**src/rtl/mem_lsu_pkg.sv**
```systemverilog
// Shared definitions for the MEM-stage load/store unit.
// Holds access-type encodings, the LSU state encoding and helpers that
// decode an access type into its size and signedness.
package mem_lsu_pkg;

  // data_type_i encodings
  localparam logic [3:0] DT_B  = 4'd0;
  localparam logic [3:0] DT_H  = 4'd1;
  localparam logic [3:0] DT_W  = 4'd2;
  localparam logic [3:0] DT_D  = 4'd3;
  localparam logic [3:0] DT_BU = 4'd4;
  localparam logic [3:0] DT_HU = 4'd5;
  localparam logic [3:0] DT_WU = 4'd6;

  typedef enum logic [1:0] {
    ST_IDLE = 2'd0,
    ST_REQ  = 2'd1,
    ST_DONE = 2'd2
  } lsu_state_t;

  // log2 of the access size in bytes; unknown encodings behave as a word
  function automatic logic [1:0] dt_size_log2(input logic [3:0] dt);
    case (dt)
      DT_B, DT_BU: return 2'd0;
      DT_H, DT_HU: return 2'd1;
      DT_D:        return 2'd3;
      default:     return 2'd2;
    endcase
  endfunction

  function automatic logic dt_is_signed(input logic [3:0] dt);
    return (dt == DT_B) || (dt == DT_H) || (dt == DT_W) || (dt == DT_D);
  endfunction

endpackage

```
**src/rtl/mem_lsu_align.sv**
```systemverilog
// Lane alignment: store byte-enables and lane-replicated write data, and
// load lane selection with sign/zero extension. Purely combinational.
// Ports: data_type/off select the access; st_data -> st_be/st_wdata; ld_raw -> ld_data.
module lsu_align
  import mem_lsu_pkg::*;
#(
  parameter int DATA_W = 32
) (
  input  logic [3:0]                      data_type,
  input  logic [$clog2(DATA_W/8)-1:0]     off,
  input  logic [DATA_W-1:0]               st_data,
  input  logic [DATA_W-1:0]               ld_raw,
  output logic [DATA_W/8-1:0]             st_be,
  output logic [DATA_W-1:0]               st_wdata,
  output logic [DATA_W-1:0]               ld_data
);

  localparam int BE_W = DATA_W / 8;

  logic [DATA_W-1:0] lane;
  logic              sgn;

  always_comb begin
    // the addressed lane is shifted down to bit 0 before extension
    lane     = ld_raw >> {off, 3'b000};
    sgn      = dt_is_signed(data_type);
    st_be    = '1;
    st_wdata = st_data;
    ld_data  = lane;
    case (dt_size_log2(data_type))
      2'd0: begin
        st_be    = BE_W'(1) << off;
        st_wdata = {BE_W{st_data[7:0]}};
        ld_data  = sgn ? DATA_W'($signed(lane[7:0])) : DATA_W'(lane[7:0]);
      end
      2'd1: begin
        st_be    = BE_W'(2'b11) << off;
        st_wdata = {(BE_W/2){st_data[15:0]}};
        ld_data  = sgn ? DATA_W'($signed(lane[15:0])) : DATA_W'(lane[15:0]);
      end
      2'd2: begin
        st_be    = BE_W'(4'hF) << off;
        st_wdata = {(BE_W/4){st_data[31:0]}};
        ld_data  = sgn ? DATA_W'($signed(lane[31:0])) : DATA_W'(lane[31:0]);
      end
      default: begin
        st_be    = '1;
        st_wdata = st_data;
        ld_data  = lane;
      end
    endcase
  end

endmodule

```
**src/rtl/mem_lsu.sv**
```systemverilog
// MEM-stage load/store unit: sized loads/stores over a req/ack bus with
// wait states and timeout; non-memory ops pass straight through.
// Ports: pipeline inputs (valid/flush/rd/ALU/mem controls), bus req/ack
// interface, stall_o to freeze IF..EX, write-back outputs and exceptions.
module mem_lsu
  import mem_lsu_pkg::*;
#(
  parameter int DATA_W      = 32,
  parameter int ADDR_W      = 32,
  parameter int TIMEOUT_CYC = 16
) (
  input  logic                 clk,
  input  logic                 rst_n,
  input  logic                 valid_i,
  input  logic                 flush_i,
  input  logic                 ex_w_reg_enable_i,
  input  logic                 mem_w_reg_enable_i,
  input  logic [4:0]           w_reg_addr_i,
  input  logic [DATA_W-1:0]    ex_w_reg_data_i,
  input  logic [ADDR_W-1:0]    mem_addr_i,
  input  logic                 r_mem_enable_i,
  input  logic                 w_mem_enable_i,
  input  logic [DATA_W-1:0]    w_mem_data_i,
  input  logic [3:0]           data_type_i,
  output logic                 bus_req_o,
  output logic                 bus_we_o,
  output logic [ADDR_W-1:0]    bus_addr_o,
  output logic [DATA_W/8-1:0]  bus_be_o,
  output logic [DATA_W-1:0]    bus_wdata_o,
  input  logic                 bus_ack_i,
  input  logic [DATA_W-1:0]    bus_rdata_i,
  input  logic                 bus_err_i,
  output logic                 stall_o,
  output logic                 w_reg_enable_o,
  output logic [4:0]           w_reg_addr_o,
  output logic [DATA_W-1:0]    w_reg_data_o,
  output logic                 exc_misalign_o,
  output logic                 exc_bus_o
);

  localparam int BE_W  = DATA_W / 8;
  localparam int OFF_W = $clog2(BE_W);
  localparam int CNT_W = $clog2(TIMEOUT_CYC + 1);

  lsu_state_t          state;
  logic [CNT_W-1:0]    cnt;
  logic                is_load;
  logic                load_wb;
  logic                err;
  logic [4:0]          rd;
  logic [3:0]          dtype;
  logic [OFF_W-1:0]    off;
  logic [DATA_W-1:0]   ld_result;

  logic                mem_op;
  logic                misalign;
  logic                accept;
  logic [3:0]          al_type;
  logic [OFF_W-1:0]    al_off;
  logic [BE_W-1:0]     al_be;
  logic [DATA_W-1:0]   al_wdata;
  logic [DATA_W-1:0]   al_ld;

  assign mem_op = r_mem_enable_i | w_mem_enable_i;

  always_comb begin
    case (dt_size_log2(data_type_i))
      2'd0:    misalign = 1'b0;
      2'd1:    misalign = mem_addr_i[0];
      2'd2:    misalign = |mem_addr_i[1:0];
      // a doubleword cannot be carried by a 32-bit bus at all
      default: misalign = (DATA_W == 32) ? 1'b1 : |mem_addr_i[2:0];
    endcase
  end

  assign accept = (state == ST_IDLE) && valid_i && mem_op && !flush_i && !misalign;

  // In IDLE the aligner sees the incoming op (store lanes); once the
  // access is in flight it sees the captured type/offset (load lanes).
  assign al_type = (state == ST_IDLE) ? data_type_i : dtype;
  assign al_off  = (state == ST_IDLE) ? mem_addr_i[OFF_W-1:0] : off;

  lsu_align #(.DATA_W(DATA_W)) u_align (
    .data_type (al_type),
    .off       (al_off),
    .st_data   (w_mem_data_i),
    .ld_raw    (bus_rdata_i),
    .st_be     (al_be),
    .st_wdata  (al_wdata),
    .ld_data   (al_ld)
  );

  always_ff @(posedge clk) begin
    if (!rst_n) begin
      state       <= ST_IDLE;
      cnt         <= '0;
      is_load     <= 1'b0;
      load_wb     <= 1'b0;
      err         <= 1'b0;
      rd          <= '0;
      dtype       <= '0;
      off         <= '0;
      ld_result   <= '0;
      bus_we_o    <= 1'b0;
      bus_addr_o  <= '0;
      bus_be_o    <= '0;
      bus_wdata_o <= '0;
    end else begin
      case (state)
        ST_IDLE: begin
          if (accept) begin
            state       <= ST_REQ;
            cnt         <= '0;
            err         <= 1'b0;
            // a store takes precedence if both enables are set
            is_load     <= !w_mem_enable_i;
            load_wb     <= mem_w_reg_enable_i;
            rd          <= w_reg_addr_i;
            dtype       <= data_type_i;
            off         <= mem_addr_i[OFF_W-1:0];
            bus_we_o    <= w_mem_enable_i;
            bus_addr_o  <= {mem_addr_i[ADDR_W-1:OFF_W], {OFF_W{1'b0}}};
            bus_be_o    <= w_mem_enable_i ? al_be : '1;
            bus_wdata_o <= w_mem_enable_i ? al_wdata : '0;
          end
        end
        ST_REQ: begin
          if (bus_ack_i) begin
            state     <= ST_DONE;
            err       <= bus_err_i;
            ld_result <= al_ld;
          end else if (cnt == CNT_W'(TIMEOUT_CYC - 1)) begin
            // this is the TIMEOUT_CYC-th request cycle with no ack
            state <= ST_DONE;
            err   <= 1'b1;
          end else begin
            cnt <= cnt + 1'b1;
          end
        end
        ST_DONE: state <= ST_IDLE;
        default: state <= ST_IDLE;
      endcase
    end
  end

  assign bus_req_o = (state == ST_REQ);

  always_comb begin
    w_reg_enable_o = 1'b0;
    w_reg_addr_o   = w_reg_addr_i;
    w_reg_data_o   = ex_w_reg_data_i;
    stall_o        = 1'b0;
    exc_misalign_o = 1'b0;
    exc_bus_o      = 1'b0;
    case (state)
      ST_IDLE: begin
        if (valid_i && !flush_i) begin
          if (!mem_op)       w_reg_enable_o = ex_w_reg_enable_i;
          else if (misalign) exc_misalign_o = 1'b1;
          else               stall_o        = 1'b1;
        end
      end
      ST_REQ: stall_o = 1'b1;
      ST_DONE: begin
        w_reg_addr_o   = rd;
        w_reg_data_o   = ld_result;
        w_reg_enable_o = is_load && load_wb && !err;
        exc_bus_o      = err;
      end
      default: ;
    endcase
  end

endmodule

```
**config.mk**
```make
export PLATFORM = sky130hd
export DESIGN_NAME = mem_lsu
export DESIGN_NICKNAME = d
export VERILOG_FILES = /design/src/rtl/mem_lsu_pkg.sv /design/src/rtl/mem_lsu_align.sv /design/src/rtl/mem_lsu.sv
export SDC_FILE = /design/constraint.sdc
export NUM_CORES = 1
export LEC_CHECK = 0
export CAP_MARGIN = 30
export CORE_MARGIN = 2
export CORE_UTILIZATION = 25
export CTS_BUF_LIST = sky130_fd_sc_hd__clkbuf_4 sky130_fd_sc_hd__clkbuf_8
export DETAILED_ROUTE_END_ITERATION = 7
export DONT_BUFFER_PORTS = 1
export SETUP_SLACK_MARGIN = 0.05
export SYNTH_ARGS = -nofsm -noshare
export SYNTH_HDL_FRONTEND = slang
export SYNTH_SLANG_ARGS = --single-unit
```
**constraint.sdc**
```tcl
create_clock -name clk -period 4.9 [get_ports clk]
set_clock_uncertainty 0.15 [all_clocks]
set_input_delay 0.98 -clock clk [delete_from_list [all_inputs] [get_ports clk]]
set_output_delay 0.98 -clock clk [all_outputs]
set_load 0.02 [all_outputs]
```
==> summary.txt <==
Outcome
  • Status: finished clean

Clock tree
  • Post-CTS Setup Repair Bufs: 0
  • CTS Hold Bufs: 0
  • CTS clk-pin slew, worst paths: 70 ps
  • Clock buffer depth: 2
  • Depth of the CTS H-tree: 4
  • CTS tree: yes
  • PostCTS Resize Cnt: 0
  • Root buf cell: clkbuf_8
  • Clock latency on the worst-skew pair: 440 ps
  • CTS Buf Count: 17
  • Num Clock Sinks: 120

Floorplan
  • Die area: 0.0252 mm^2
  • Die X: 159 um
  • Die Span Y: 159 um
  • Rows: 56
  • Initial Util: 25.5%
  • Core area: 0.0235 mm^2
  • Ports: 258

Job
  • Max-cap violations: 0

STA
  • Fmax: 266 MHz
  • Final hold vios: 0
  • Setup-failing EPs final: 0
  • RSZ-0062 raised after global routing: false
  • Worst-Margin Slew: 1040 ps
  • Pins Over Slew Limit: 0
  • Tcrit/Tclk final: 76.7%
  • Final min period: 3760 ps
  • Final WS setup: 1140 ps
  • Slew headroom: 30.9%
  • Fin Setup TNS: 0 ps

Detailed routing
  • Vias per Instance: 4.96
  • Wl on met1: 7900 um
  • WL met3: 1640 um
  • Vias: 4,931
  • Antenna-violating nets left: 0
  • DR iter-0 viols: 378
  • Post-DR wirelength/cell: 19.0 um
  • Initial DRT Pass Iterations: 7
  • Metal2 WL: 8880 um
  • DR top layer: met4
  • Total Wirelength: 18,900 um
  • DRC Markers: 0

Global routing
  • Vias in the first global route: 4,524
  • Overall Global Routing Usage: 14.2%
  • Number of antenna violations at the first check in global routing: 0
  • Largest net degree at the start of global routing: 94
  • First-pass GRT wire length: 26,600 um
  • Gr ovfl total: 0

Final layout
  • # fillers: 2,524
  • FF/Latch Area: 0.00240 mm^2
  • Area Overhead vs Synth: 9.86%
  • Final #Nets: 813
  • Footprint of the multi-input gates: 0.00325 mm^2
  • Layout cell share with drive strength beyond 1: 17.2%

Hold path
  • Hold endpoint: rd[0]
  • Min-delay src: rd[0]
  • Worst Hold Class: register to register
  • Hold path depth: 2

Pwr
  • PwrDens: 334 mW/mm^2
  • Worst vdd ir: 0.119 mV
  • Static Leakage: 0.00239 uW

Setup path
  • Crit end category: primary output
  • Reg2reg end: ld_result[28]
  • Worst Setup Start Kind: register
  • Worst r2r path cells: 8
  • Flop2flop setup slack: 1770 ps
  • CP max FO: 38
  • R2r startpoint: state[1]
  • Worst endpoint data arrival time: 2630 ps
  • Worst path required time: 3770 ps
  • Crit Path Class: register to primary output

Yosys
  • Yosys reg bits: 120
  • Post-synth top area share: 40.2%
  • Synth warn: 0
  • Cells taking the most area after synthesis: dfxtp_1, mux2_2, nand2_1
  • Area leader, netlist: dfxtp_1
  • Post-synth EDFFs: 0
  • Sequential element share of the synthesized area: 40.2%
  • Ys async rst share: 0%
  • Post-Syn Area: 0.00598 mm^2
  • Ys flop type: dfxtp_1
  • Average size of a mapped cell: 8.67 um^2
  • Gate Count Post-Synth: 689
  • Distinct cells, synth: 63

Place
  • IO Port Bufs: 0
  • Pre-CTS WS: 1570 ps
  • Detail Placement HPWL: 13,400 um
  • GPL Wtd Cong: 0.808
## logic make-up after synthesis
kind of cell,Yosys count,share of synthesized area (%)
muxes,68,12.7
buffers and inverters,59,5.55
other,1,0.0628
AOI/OAI and AO/OA,187,21.1
xor gates and xnor gates,2,0.293
adders and majority gates,4,0.838
DFF,120,40.2
and+or+nand+nor,248,19.2
## metal layers
metal  track usage, %  vias to the layer above
li1                 -                     2389
met1             16.7                     2334
met2             22.4                      181
met3             5.93                       27
met4             6.56                        0
met5                0                        -
## Yosys cell counts (2+ instances only)
library cell and n:
o221a_2 2, a21oi_2 2, nor3b_1 4, or2_1 2, ha_1 4, a31oi_1 18, a221o_1 8, dfxtp_1 120
mux2i_1 14, inv_1 5, nand2b_1 3, nor2b_1 2, a211o_1 8, or2_2 2, buf_1 4, nand3_1 40
o21ai_2 2, a2bb2oi_1 7, clkbuf_1 16, mux2_2 53, buf_6 7, o21ai_0 42, o21ai_1 12, nor2_1 34
a21boi_0 4, nor3_1 2, buf_4 10, nand4_1 2, a21boi_1 25, buf_2 16, xor2_1 2, nand2_1 129
a21oi_1 39, and3_1 18, o22ai_1 3
## registers in the layout, indices dropped and copies added (netlist names), 2 cells and up
name,flops
cnt,5
rd,5
off,2
bus_be_o,4
bus_addr_o,30
ld_result,32
bus_wdata_o,32
state,2
dtype,4
## final cells by class
class | instances | area share [%]
antenna | 1 | 0.0381
clock buffer | 21 | 4.21
clock inverter | 11 | 1.89
inverter | 6 | 0.343
multi-input combinational | 511 | 49.5
sequential | 120 | 36.6
tap | 319 | 6.08
timing repair buffer | 6 | 1.37
## placed cells by master (no fill, tap or decap), types with 3 or more instances in the layout
master	n
a211o_1	8
a21boi_0	4
a21boi_1	25
a21oi_1	39
a221o_1	8
a2bb2oi_1	7
a31oi_1	18
and3_1	18
buf_4	3
clkbuf_8	19
clkinv_2	3
clkinv_4	3
clkinvlp_4	3
dfxtp_1	120
ha_1	4
inv_1	5
mux2_2	53
mux2i_1	14
nand2_1	129
nand3_1	40
nor2_1	34
nor3b_1	4
o21ai_0	42
o21ai_1	12
o22ai_1	3
## worst max path at each step
stage | cells after the start | slack (ps) | from | to
after global routing | 2 | 990 | state[0] | w_reg_data_o[2]
after detailed placement | 8 | 1570 | data_type_i[1] | ld_result[28]
after floorplan | 5 | 1750 | mem_addr_i[0] | stall_o
after CTS | 2 | 1140 | state[0] | w_reg_data_o[2]
final | 2 | 1140 | state[0] | w_reg_data_o[2]
after global placement | 8 | 1590 | data_type_i[1] | ld_result[29]
## through the flow
stage / hold slack, ps / utilization [%] / std cells / total power, uW / area, um^2
after CTS: 307 / 28.0 / 994 / 2230 / 6560
after global placement: 290 / 26.1 / 960 / 1290 / 6110
after detailed placement: 296 / 26.3 / 962 / 1300 / 6160
final: 304 / 28.0 / 995 / 2190 / 6570
after global routing: 343 / 28.0 / 994 / 2300 / 6560
after floorplan: 283 / - / 690 / 1270 / 5980
## where the power goes
group          internal (uW)  switching, uW  leakage (uW)
logic                   95.4            142       0.00122
registers               1000           38.4      0.000971
clock network            490            428      0.000199
## worst max-delay path, stage by stage (launching register included)
cell,delay (ps)
dfxtp_1,750
nand2b_2,940
mux2_2,490
No activity file was read; power rests on OpenSTA's default activity.
